File: src/rtl/m68k_bus_pkg.sv
// Shared encodings for the 68040-style bus slave front end.
// Imported by the front end and by the lane decoder.
package m68k_bus_pkg;

  localparam logic [1:0] SIZ_LONG = 2'b00;
  localparam logic [1:0] SIZ_BYTE = 2'b01;
  localparam logic [1:0] SIZ_WORD = 2'b10;
  localparam logic [1:0] SIZ_LINE = 2'b11;

  localparam int LINE_BEATS = 4;

  typedef enum logic [1:0] {
    IDLE  = 2'd0,
    ISSUE = 2'd1,
    WBEAT = 2'd2,
    RBEAT = 2'd3
  } state_t;

endpackage

File: src/rtl/m68k_lane_decode.sv
// Combinational SIZ/A[1:0] decoder producing byte-lane mask and beat count.
// Mask bit 3 corresponds to D31:24 (big-endian lane order).
module m68k_lane_decode
  import m68k_bus_pkg::*;
(
  input  logic [1:0] siz,
  input  logic [1:0] a_lo,
  output logic [3:0] mask,
  output logic [2:0] len
);

  always_comb begin
    mask = 4'b1111;
    len  = 3'd1;
    case (siz)
      SIZ_LINE: len  = 3'(LINE_BEATS);
      SIZ_WORD: mask = a_lo[1] ? 4'b0011 : 4'b1100;
      SIZ_BYTE: mask = 4'b1000 >> a_lo;
      default:  ;
    endcase
  end

endmodule

File: src/rtl/m68k_bus_frontend.sv
// CPU bus slave front end: converts one bus cycle into one translator request,
// then streams write/read beats with TA, gating writes on FIFO credit.
module m68k_bus_frontend
  import m68k_bus_pkg::*;
#(
  parameter int DIN_CREDITS = 8,
  parameter int CRW         = 4
) (
  input  logic        clk_i,
  input  logic        rst_ni,
  input  logic        ts_n,
  input  logic        rw,
  input  logic [1:0]  siz,
  input  logic [31:0] a,
  input  logic [31:0] d_i,
  output logic [31:0] d_o,
  output logic        d_oe,
  output logic        ta_n,
  output logic        busy,
  output logic        req_valid,
  input  logic        req_ready,
  output logic        req_we,
  output logic [2:0]  req_len,
  output logic [31:0] req_addr,
  output logic [3:0]  req_mask,
  output logic        din_valid,
  output logic [31:0] din,
  input  logic        din_pop,
  input  logic        dout_valid,
  input  logic [31:0] dout,
  output logic        dout_ack
);

  localparam logic [CRW-1:0] CREDIT_MAX = CRW'(DIN_CREDITS);

  state_t          state_reg, state_next;
  logic [31:0]     addr_reg;
  logic [1:0]      siz_reg;
  logic            rw_reg;
  logic [2:0]      beat_reg, beat_next;
  logic [CRW-1:0]  credit_reg, credit_next;
  logic            push;
  logic [2:0]      len;

  m68k_lane_decode u_lane_decode (
    .siz  (siz_reg),
    .a_lo (addr_reg[1:0]),
    .mask (req_mask),
    .len  (len)
  );

  always_ff @(posedge clk_i or negedge rst_ni) begin
    if (!rst_ni) begin
      state_reg  <= IDLE;
      addr_reg   <= '0;
      siz_reg    <= '0;
      rw_reg     <= 1'b0;
      beat_reg   <= '0;
      credit_reg <= CREDIT_MAX;
    end else begin
      state_reg  <= state_next;
      beat_reg   <= beat_next;
      credit_reg <= credit_next;
      if (state_reg == IDLE && !ts_n) begin
        addr_reg <= a;
        siz_reg  <= siz;
        rw_reg   <= rw;
      end
    end
  end

  always_comb begin
    state_next = state_reg;
    beat_next  = beat_reg;
    req_valid  = 1'b0;
    din_valid  = 1'b0;
    ta_n       = 1'b1;
    d_oe       = 1'b0;
    dout_ack   = 1'b0;
    push       = 1'b0;
    case (state_reg)
      IDLE: begin
        if (!ts_n) state_next = ISSUE;
      end
      ISSUE: begin
        req_valid = 1'b1;
        if (req_ready) begin
          beat_next  = len;
          state_next = rw_reg ? RBEAT : WBEAT;
        end
      end
      WBEAT: begin
        // A beat is only acknowledged when the write FIFO is guaranteed room.
        if (credit_reg != '0) begin
          din_valid = 1'b1;
          ta_n      = 1'b0;
          push      = 1'b1;
          beat_next = beat_reg - 3'd1;
          if (beat_reg == 3'd1) state_next = IDLE;
        end
      end
      RBEAT: begin
        if (dout_valid) begin
          d_oe      = 1'b1;
          ta_n      = 1'b0;
          dout_ack  = 1'b1;
          beat_next = beat_reg - 3'd1;
          if (beat_reg == 3'd1) state_next = IDLE;
        end
      end
      default: state_next = IDLE;
    endcase
  end

  // Pop and push together cancel; a pop at full credit is dropped.
  always_comb begin
    credit_next = credit_reg;
    if (push && !din_pop)
      credit_next = credit_reg - 1'b1;
    else if (!push && din_pop && credit_reg != CREDIT_MAX)
      credit_next = credit_reg + 1'b1;
  end

  assign busy     = (state_reg != IDLE);
  assign req_we   = !rw_reg;
  assign req_addr = addr_reg;
  assign req_len  = len;
  assign din      = d_i;
  assign d_o      = dout;

endmodule
File: config.mk
export PLATFORM = sky130hd
export DESIGN_NAME = m68k_bus_frontend
export DESIGN_NICKNAME = d
export VERILOG_FILES = /design/src/rtl/m68k_bus_pkg.sv /design/src/rtl/m68k_lane_decode.sv /design/src/rtl/m68k_bus_frontend.sv
export SDC_FILE = /design/constraint.sdc
export NUM_CORES = 1
export LEC_CHECK = 0
export CAP_MARGIN = 5
export CORE_MARGIN = 10
export CORE_UTILIZATION = 35
export CTS_CLUSTER_SIZE = 40
export DETAILED_ROUTE_END_ITERATION = 10
export GPL_TIMING_DRIVEN = 0
export PLACE_DENSITY_LB_ADDON = 0.05
export SYNTH_ARGS = -nofsm -noshare
export SYNTH_HDL_FRONTEND = slang
export SYNTH_SLANG_ARGS = --single-unit
File: constraint.sdc
create_clock -name clk_i -period 3.4 [get_ports clk_i]
set_input_delay 0.51 -clock clk_i [delete_from_list [all_inputs] [get_ports clk_i]]
set_output_delay 0.51 -clock clk_i [all_outputs]
set_load 0.03 [all_outputs]
==> results.cfg, run 1 <==
[timing]
fmax_mhz = 346.9
hold_ws_ps = 160.5
period_share_pct = 84.77
report.final.slew_viol_count = 0
min_period_ps = 2882
fin_setup_tns_ps = 0
final-hold-violation-count = 0
fin_skew_ps = 7.042
setup_viol = 0
grt_setup_unrepaired = no

[worst_setup_path]
r2r-end = credit_reg[2]
cp.required_ps = 2890
r2r_slack_ps = 1340
start_kind = flip-flop
crit_type = flip-flop to primary output
cp_slowest_cell = clkdlybuf4s50_1
cp_top_family = buffers and inverters
slowest_delay_ps = 720
end_kind = primary output
worst-path-max-fanout = 7
path_depth = 3
r2r-start = credit_reg[0]
r2r_cells = 8
crit_chain = or4_4, a21oi_2, clkdlybuf4s50_1
crit_arrival_ps = 2370
crit_buf_inv = 1

[clocking]
path_clk_slew_ps = 80
numCtsBuffers = 5
ctsHtreeMaxLevel = 2
cts_resized = 0
clock_sinks = 44
cts_root_buf = clkbuf_8
clock_path_buffers = 2
postCtsHoldBufs = 0
clk_latency_ps = 290
post_cts_buffers = 0
cts_tree = built

[synthesis]
async_flop_share_pct = 100.0
synth_cells = 239
synth_top_family_by_area = buffers and inverters
synth-simple-area-share_pct = 7.692
syn_avg_cell_area_um2 = 10.68
syn-num-nets = 350
ys_seq_area_share_pct = 43.17
synth_compound_area_share_pct = 7.839
synthMuxAreaShare_pct = 14.60
synth_cell_types = 44
synth_edf_count = 0
syn-cell-area_um2 = 2554
synth_xor_area_share_pct = 0.6859
synth_top_flop_cell = dfrtp_1
ys_seq_elements = 44
ys_warn_count = 0
synthAdderAreaFrac_pct = 2.940

[status]
status = completed

[power]
power_density_nw_per_um2 = 873.8
p_seq_share_pct = 25.9
p_int_mw = 2.135
combPwrFrac_pct = 62.5
swShare_pct = 43.18
power_leakage_nw = 1.894
irDropWorstVdd_mv = 0.6044
p_switching_mw = 1.623
clockPowerShare_pct = 11.7

[global_route]
track_usage_pct = 14.01
grt_pass1_wl_mm = 12.62
grtUsageMet2_pct = 23.91
antenna_found_initial = 0
grt_pass1_vias = 2370
use_met3_pct = 8.892
top_usage_layer = met2
grt_overflow = 0
met1_usage_pct = 14.22
grt_max_degree = 27

[detailed_routing]
wire_per_inst_um = 16.58
first_pass_iters = 4
drc_errors = 0
antenna_left = 0
via_per_inst = 4.420
first_iter_violations = 44
routed_wl_mm = 8.207
route.vias.total = 2188

[cells_and_area]
layout.cells.most_common = clkdlybuf4s50_1
fin_util_pct = 59.93
ff_latch_area_um2 = 1102
largest_reg_flops = 32
final_cell_mix = clkdlybuf4s50_1 (147), buf_4 (66), dfrtp_1 (43), mux2_2 (30), nand2_1 (13)
layout.nets = 506
multi_input_area_um2 = 865.8
syn2layout_area_growth_pct = 68.40
design_area_um2 = 4300
antenna_cells = 0
fill_cells = 630
drive_gt1_share_pct = 30.30

[min_path]
hp-class = input pin to asynchronous set/reset pin

[die]
floorplan.initialDensity_pct = 35.59
core_um2 = 7176
die_h_um = 105.4
die_area_um2 = 11110
die_x_um = 105.4
row_count = 31
io-pin-count = 215

[placed_design]
gp_congestion = 0.7924
post-dp-hpwl_mm = 7.040
io_buffer_count = 148
placed_area_um2 = 4174

[flow_run]
drv_cap = 0
-- final cells by class --
class	count	area share (%)
sequential	44	25.63
inverter	11	0.9601
clock inverter	1	0.6983
timing repair buffer	149	34.80
multi-input combinational	110	20.13
clock buffer	7	2.240
buffer	74	12.66
tap	99	2.880
-- power by group through the flow --
stage	logic [mW]	clock network, mW	registers [mW]
floorplan	1.07	0	1.35
global placement	2.35	0	0.972
detailed placement	2.37	0	0.986
CTS	2.38	0.451	0.977
global route	2.51	0.471	1.02
finish	2.35	0.438	0.972
-- worst register-to-register path, delay by kind of cell, from the launching register on --
| kind | cells | cell delay [ps] |
|---|---|---|
| adders and majority gates | 1 | 230 |
| AOI/OAI and AO/OA | 3 | 220 |
| and+or+nand+nor | 4 | 1020 |
| DFF | 1 | 470 |
-- cells by family after synthesis --
| group | Yosys count |
|---|---|
| buffers and inverters | 85 |
| AOI/OAI and AO/OA | 31 |
| other | 1 |
| and+or+nand+nor | 37 |
| muxes | 33 |
| xor gates and xnor gates | 2 |
| DFF | 44 |
| adders and majority gates | 6 |
-- how the worst max path moves through the flow --
stage / start / to
CTS: credit_reg[0] / ta_n
global route: credit_reg[0] / ta_n
global placement: rst_ni / req_addr[17]
detailed placement: dout_valid / ta_n
floorplan: credit_reg[1] / ta_n
finish: credit_reg[0] / ta_n
-- Yosys cell counts, types with 2 or more instances --
master | instances | area [um2]
buf_4 | 66 | 495.5
dfrtp_1 | 43 | 1076
mux2_2 | 30 | 337.8
nand2_1 | 13 | 48.80
o21ai_0 | 11 | 55.05
inv_1 | 10 | 37.54
ha_1 | 6 | 75.07
nor2_1 | 5 | 18.77
a21oi_1 | 4 | 20.02
a21o_1 | 3 | 22.52
buf_2 | 3 | 15.01
clkbuf_1 | 3 | 11.26
nand3_1 | 3 | 15.01
nor3_1 | 3 | 15.01
buf_6 | 2 | 22.52
mux2i_1 | 2 | 20.02
nand2b_1 | 2 | 12.51
nor2b_1 | 2 | 12.51
o21bai_1 | 2 | 15.01
o22ai_1 | 2 | 12.51
-- routing by layer --
layer | routed length, um | part of all wire, %
met1 | 2978 | 36
met2 | 4046 | 49
met3 | 1110 | 14
met4 | 72 | 0.88
met5 | 0 | 0
-- per-stage QoR --
stage | setup WS, ps | cells | power, mW
floorplan | 1435 | 239 | 2.425
global placement | 469.9 | 486 | 3.326
detailed placement | 796.3 | 487 | 3.360
CTS | 499.7 | 495 | 3.813
global route | 431.5 | 495 | 4.000
finish | 517.7 | 495 | 3.758
(Power assumes the default switching activity.)
==> run 2: changes to the inputs <==
CORE_UTILIZATION = 33   (was 35)
clock period = 3 ns   (was 3.4 ns; I/O delays follow)
==> results.cfg, run 2 (synthesis gave the netlist of run 1 again) <==
[worst_setup_path]
cp.required_ps = 2550
crit_type = flip-flop to primary output
r2r_slack_ps = 880
start_kind = flip-flop
end_kind = primary output
crit_arrival_ps = 2410
worst-path-max-fanout = 7

[detailed_routing]
first_pass_iters = 4
via_per_inst = 4.376
wire_per_inst_um = 16.12
antenna_left = 0
route.vias.total = 2179
drc_errors = 0
first_iter_violations = 56
routed_wl_mm = 8.027

[power]
power_density_nw_per_um2 = 989.9
power_leakage_nw = 1.894
p_total_mw = 4.261
irDropWorstVdd_mv = 0.8464

[timing]
fin_skew_ps = 12.08
setup_viol = 0
report.final.slew_viol_count = 0
fin_setup_tns_ps = 0
tightest_slew_ps = 514.6
min_period_ps = 2864
fmax_mhz = 349.1
final-hold-violation-count = 0
period_share_pct = 95.48
grt_setup_unrepaired = no
relSlewSlack_pct = 65.70

[die]
die_x_um = 108.0
die_h_um = 108.0
row_count = 32
floorplan.initialDensity_pct = 33.57
die_area_um2 = 11660
core_um2 = 7607
io-pin-count = 215

[cells_and_area]
stdcell_count = 498
antenna_cells = 0
layout.nets = 506
largest_reg_flops = 32
syn2layout_area_growth_pct = 68.54
drive_gt1_share_pct = 30.30
final_cell_mix = clkdlybuf4s50_1 (147), buf_4 (66), dfrtp_1 (43), mux2_2 (30), nand2_1 (13)
fin_util_pct = 56.58
layout.cells.most_common = clkdlybuf4s50_1

[clocking]
postCtsHoldBufs = 0
numCtsBuffers = 5
ctsHtreeMaxLevel = 2
cts_resized = 0
clk_latency_ps = 290
cts_tree = built
path_clk_slew_ps = 90
clock_sinks = 44
cts_root_buf = clkbuf_8
post_cts_buffers = 0
clock_path_buffers = 2

[global_route]
grt_max_degree = 25
grt_overflow = 0
grt_pass1_wl_mm = 12.12
track_usage_pct = 12.87
antenna_found_initial = 0
grt_pass1_vias = 2388

[placed_design]
post-dp-hpwl_mm = 6.802
gp_congestion = 0.7831
dp_cells = 490
io_buffer_count = 148

[min_path]
hp-class = input pin to asynchronous set/reset pin

[status]
status = completed

[flow_run]
drv_cap = 0
-- run 2: cell counts in the layout (fill, tap and decap cells not counted) --
Identical to the previous run, type by type.
-- run 2: final timing paths --
kind	start	endpoint	cells past startpoint
setup / recovery	credit_reg[0]	ta_n	3
hold / removal	rst_ni	credit_reg[1]	1
setup reg to reg	credit_reg[0]	credit_reg[2]	8
hold reg to reg	req_addr[14]	req_addr[14]	1
max in group asynchronous	rst_ni	req_addr[2]	2
min in group clk_i	din_pop	credit_reg[2]	3
-- run 2: area by class of cell --
| cell class | count | area, um2 |
|---|---|---|
| buffer | 74 | 544.3 |
| clock buffer | 7 | 96.34 |
| clock inverter | 1 | 30.03 |
| fill | 681 | 3303 |
| inverter | 11 | 41.29 |
| multi-input combinational | 110 | 865.8 |
| sequential | 44 | 1102 |
| tap | 102 | 127.6 |
| timing repair buffer | 149 | 1496 |
-- run 2: report_power, final --
group / internal [mW] / switching, mW
registers: 0.904 / 0.205
clock network: 0.294 / 0.201
logic: 1.22 / 1.43
total: 2.42 / 1.84
-- run 2: worst max-delay path, cell delays in order, from the launching register on --
cell and delay, ps:
dfrtp_1 490, or4_4 620, a21oi_2 280, clkdlybuf4s50_1 730
-- run 2: layer usage --
layer	part of all wire [%]	global-route usage (%)
met5	0	0
met4	0.80	3.149
met3	14	7.496
met2	52	22.46
met1	33	12.88
-- run 2: metrics by stage --
| stage | worst slack, ps | cell area (um2) | hold slack (ps) |
|---|---|---|---|
| CTS | 119.2 | 4304 | 128.8 |
| global placement | 125.3 | 4163 | 488.8 |
| floorplan | 1095 | 2554 | 154.4 |
| global route | 54.92 | 4304 | 147.0 |
| finish | 135.7 | 4304 | 116.4 |
| detailed placement | 464.8 | 4178 | 453.1 |
==> RTL change 1: new RTL, config.mk and constraints of run 2 <==
The parameter `CRW` goes from 4 to 6.
--- a/src/rtl/m68k_bus_frontend.sv
+++ b/src/rtl/m68k_bus_frontend.sv
@@ -5,5 +5,5 @@
 #(
   parameter int DIN_CREDITS = 8,
-  parameter int CRW         = 4
+  parameter int CRW         = 6
 ) (
   input  logic        clk_i,
Formal check against the unedited RTL: same outputs for any inputs over 10 cycles, from zero or initial values and one cycle with rst_ni low; that may be too few to reach the edited logic, so the function may still have changed.
==> RTL change 1 against run 2 <==
Synthesized area rose by 5.1%. Setup slack improved by 18 ps. Count of clock-buffer cells in the layout decreased by 2. Maximum frequency increased by 0.65%. Design area rose by 2.8%. Sequential cell count is 2 higher. Sequential share of layout area up 0.43 points. Die area rose by 4.1%. Power grew 1.9%. Routed wire length up 4.2%. Highest routed layer unchanged.
==> RTL change 1: results (changes against run 2) <==
Parameter                              Value

Synthesis
  Share of the yosys chip area belonging to registers ... 0.429 (-0.00228)
  Post-Synth XOR/XNOR Area ... 0.0163 (+0.00946)
  Mux share of post-synthesis cell area ... 0.134 (-0.0122)
  Synth Area per Inst ... 10.4 µm² (-2.3%)
  Complex-gate fraction of the synthesized area ... 0.0881 (+0.00972)
  Most used standard cells in the synthesized netlist ... sky130_fd_sc_hd__buf_4, sky130_fd_sc_hd__dfrtp_1, sky130_fd_sc_hd__mux2_2
  Adder-Cell Fraction of Synth Area ... 0.0280 (-0.00143)
  Number of distinct library cell variants in the gate-level netlist after synthesis ... 39 (-11%)
  Top post-synthesis cells by area ... sky130_fd_sc_hd__dfrtp_1, sky130_fd_sc_hd__buf_4, sky130_fd_sc_hd__mux2_2

Pwr
  Worst vdd rail ir drop ... 0.636 mV (-25%)
  Pwr/cell area ... 981 nW/µm² (-0.86%)
  Combinational cell power ... 0.00274 W (+3%)
  Leakage power total ... 1.94 nW (+2.7%)
  Clock group ... 0.000455 W (-8.1%)

Final layout
  Final Net Count ... 524 (+3.6%)

Worst setup path
  Capture point of the worst reg-to-reg path ... credit_reg[1]$_DFFE_PN0P_
  Worst R2R Setup Slack ... 360 ps (-520 ps)
  Reg2Reg Launch Point ... state_reg[0]$_DFFE_PN0P_
  Critical Path Fanout Max ... 9 (+2)
  Crit. Startpoint ... credit_reg[1]$_DFFE_PN0P_
  Critical path's largest stage delay ... 610 ps (-120 ps)

Placed design
  # placed instances ... 508 (+3.7%)
  DPL Wire Length ... 7.09 mm (+4.3%)
  Final estimated routing congestion in global placement ... 0.740 (-5.5%)
  Area of placed instances ... 4310 µm² (+3.1%)

STA
  Clock skew ... 2.75 ps (-9.33 ps)
  Slew HR ... 0.657 (about the same)

Detailed routing
  Routed via count ... 2273 (+4.3%)
  Wire length on met3 ... 1.34 mm (+22%)
  Wire length on met2 ... 4.30 mm (+2.9%)
  First DRT Iteration DRCs ... 47 (-16%)

Run status
  Outcome ... finished, final reports clean

Global route
  Met3 Use GR ... 0.0824 (+0.00746)
  Pin count of the biggest net entering global routing ... 34 (+36%)
  Global routing met1 resource utilization ... 0.125 (-0.00405)
  First-pass GRT wire length ... 12.4 mm (+2.1%)
  Overall fraction of global-route tracks in use ... 0.127 (-0.00131)
==> RTL change 1: cell type report <==
| cell class | instances | area, µm² |
|---|---|---|
| Timing Repair Buffer | 149 | 1500 |
| Clock inverter | 3 | 40.0 |
| Inverter | 13 | 48.8 |
| Sequential cell | 46 | 1150 |
| Clock buffer | 5 | 68.8 |
| Multi-Input combinational cell | 122 | 938 |
| Fill cell | 689 | 3380 |
| Buffer | 76 | 551 |
| Tap cell | 102 | 128 |
==> RTL change 1: how the worst min path moves through the flow <==
| stage | end | slack, ps | cells after the start |
|---|---|---|---|
| after floorplan | beat_reg[0]$_DFFE_PN0P_ | 150 | 0 |
| after global placement | beat_reg[1]$_DFFE_PN0P_ | 490 | 2 |
| after detailed placement | req_addr[1]$_DFFE_PN0P_ | 390 | 1 |
| after CTS | req_addr[0]$_DFFE_PN0P_ | 50 | 1 |
| after global routing | req_addr[0]$_DFFE_PN0P_ | 60 | 1 |
| final | req_addr[0]$_DFFE_PN0P_ | 50 | 1 |
==> RTL change 2: new RTL, flow settings as in run 2 <==
Made on the original files. Encoding of `state_t`: now Gray code (2 bits for 4 states).
--- a/src/rtl/m68k_bus_pkg.sv
+++ b/src/rtl/m68k_bus_pkg.sv
@@ -11,8 +11,8 @@
 
   typedef enum logic [1:0] {
-    IDLE  = 2'd0,
-    ISSUE = 2'd1,
-    WBEAT = 2'd2,
-    RBEAT = 2'd3
+    IDLE  = 2'b00,
+    ISSUE = 2'b01,
+    WBEAT = 2'b11,
+    RBEAT = 2'b10
   } state_t;
 
Function: no difference found for any inputs over 10 cycles, from zero or initial values and one cycle with rst_ni low; not proved beyond that.
==> RTL change 2 against run 2 <==
Synthesized area up 2.0%. Power down 2.3%. Sequential cell count unchanged. Design area up 0.73%. Routed wire length up 0.93%. Combinational power about the same. Via count up 2.1%. Count of clock-buffer cells in the layout down 1. Critical path type unchanged. First-iteration DRC count up 3.6%. Clock power down 20%. Setup slack better by 19 ps.
==> RTL change 2: results (changes against run 2) <==
Parameter                              Value

Worst setup path
  Critical path's largest stage delay ... 680 ps (-50 ps)
  Crit. Startpoint ... credit_reg[1]$_DFFE_PN0P_
  Critical Path Fanout Max ... 9 (+2)
  Worst reg-to-reg path cell count ... 9 (+1)

Detailed routing
  Total wire length ... 8.10 mm (+0.93%)
  First DRT Iteration DRCs ... 58 (+3.6%)
  Vias per std cell ... 4.37 (-0.14%)

Run status
  Outcome ... finished, final reports clean

Placed design
  Post-placement setup slack ... 376 ps (-88.7 ps)
  I/O Buffers ... 149 (+0.68%)
  # placed instances ... 501 (+2.2%)
  DPL Wire Length ... 6.97 mm (+2.5%)

Clock network
  Number of buffers created by CTS ... 5 (unchanged)
  Max H-tree Level ... 2 (unchanged)

Final layout
  Share of post-route cells with drive strength above 1 ... 0.290 (-0.0131)
  Final Net Count ... 517 (+2.2%)
  Count of placed standard cells in the final layout, fillers left out ... 509 (+2.2%)

Global route
  Via count of the first global-routing pass ... 2417 (+1.2%)
  Overall fraction of global-route tracks in use ... 0.128 (-0.00118)

Synthesis
  Synth Area per Inst ... 10.5 µm² (-2.1%)
  Top post-synthesis cells by area ... sky130_fd_sc_hd__dfrtp_1, sky130_fd_sc_hd__buf_4, sky130_fd_sc_hd__mux2_2
  Syn_nets ... 360 (+2.9%)
  Number of distinct library cell variants in the gate-level netlist after synthesis ... 42 (-4.5%)

STA
  Slew HR ... 0.666 (+0.00924)
  Clock skew ... 6.63 ps (-5.45 ps)
  Final setup margin ... 155 ps (+19.3 ps)

Pwr
  Worst vdd rail ir drop ... 0.624 mV (-26%)
  P_int ... 0.00230 W (-4.8%)
  Leakage power total ... 1.88 nW (-0.66%)
RTL change 2: cell count changes after synthesis, moves of 2 or more:
cell / run 2 / this run
sky130_fd_sc_hd__a21o_1: 3 / 0
sky130_fd_sc_hd__and2_1: 0 / 3
sky130_fd_sc_hd__clkbuf_1: 3 / 5
sky130_fd_sc_hd__inv_1: 10 / 12
sky130_fd_sc_hd__nand2_1: 13 / 15
sky130_fd_sc_hd__nand2b_1: 2 / 0
sky130_fd_sc_hd__nor2_1: 5 / 8
sky130_fd_sc_hd__o21bai_1: 2 / 4
RTL change 2: worst min-delay path by stage:
stage	startpoint	to	slack [ps]	cells past startpoint
final	rst_ni	req_addr[19]$_DFFE_PN0P_	80	1
after global routing	rst_ni	req_addr[13]$_DFFE_PN0P_	90	1
after CTS	rst_ni	credit_reg[2]$_DFFE_PN0P_	80	1
after detailed placement	rst_ni	credit_reg[2]$_DFFE_PN0P_	410	1
after global placement	req_addr[12]$_DFFE_PN0P_	req_addr[12]$_DFFE_PN0P_	490	1
after floorplan	rst_ni	beat_reg[0]$_DFFE_PN0P_	150	0
RTL change 2: critical path: cells and delay by family (launching register included):
family,cells,cell delay (ps)
and+or+nand+nor,3,800
buffers and inverters,3,920
DFF,1,380
RTL change 2: cell families after synthesis:
kind of cell               share of synthesized area
AOI/OAI and AO/OA                             0.0879
xor gates and xnor gates                     0.00336
adders and majority gates                     0.0288
buffers and inverters                          0.225
DFF                                            0.423
muxes                                          0.146
other                                        0.00144
and+or+nand+nor                               0.0846
RTL change 2: power by group through the flow:
stage	logic, W	registers [W]	clock network (W)
floorplan	0.00120	0.00154	0
global placement	0.00266	0.00111	0
detailed placement	0.00268	0.00113	0
CTS	0.00269	0.00112	0.000415
global route	0.00283	0.00117	0.000441
finish	0.00265	0.00112	0.000396
RTL change 2: through the flow:
step	util	area, µm²
2_1_floorplan	-	2600
4_1_cts	0.564	4340
3_5_place_dp	0.551	4240
6_report	0.564	4340
3_3_place_gp	0.549	4220
5_1_grt	0.564	4340
RTL change 2: layer usage:
metal / global-route usage / routed length [µm]
met5: 0 / 0
met2: 0.235 / 4450
met4: 0.0169 / 21
met1: 0.119 / 2560
met3: 0.0814 / 1080
RTL change 2: cell type report:
cell class | count | area (µm²)
flip-flops and latches | 44 | 1100
well taps | 102 | 128
inverters | 12 | 45.0
clock inverters | 2 | 15.0
clock buffers | 6 | 82.6
plain buffers | 75 | 541
fillers | 709 | 3350
multi-input cells | 118 | 916
repair buffers | 150 | 1510
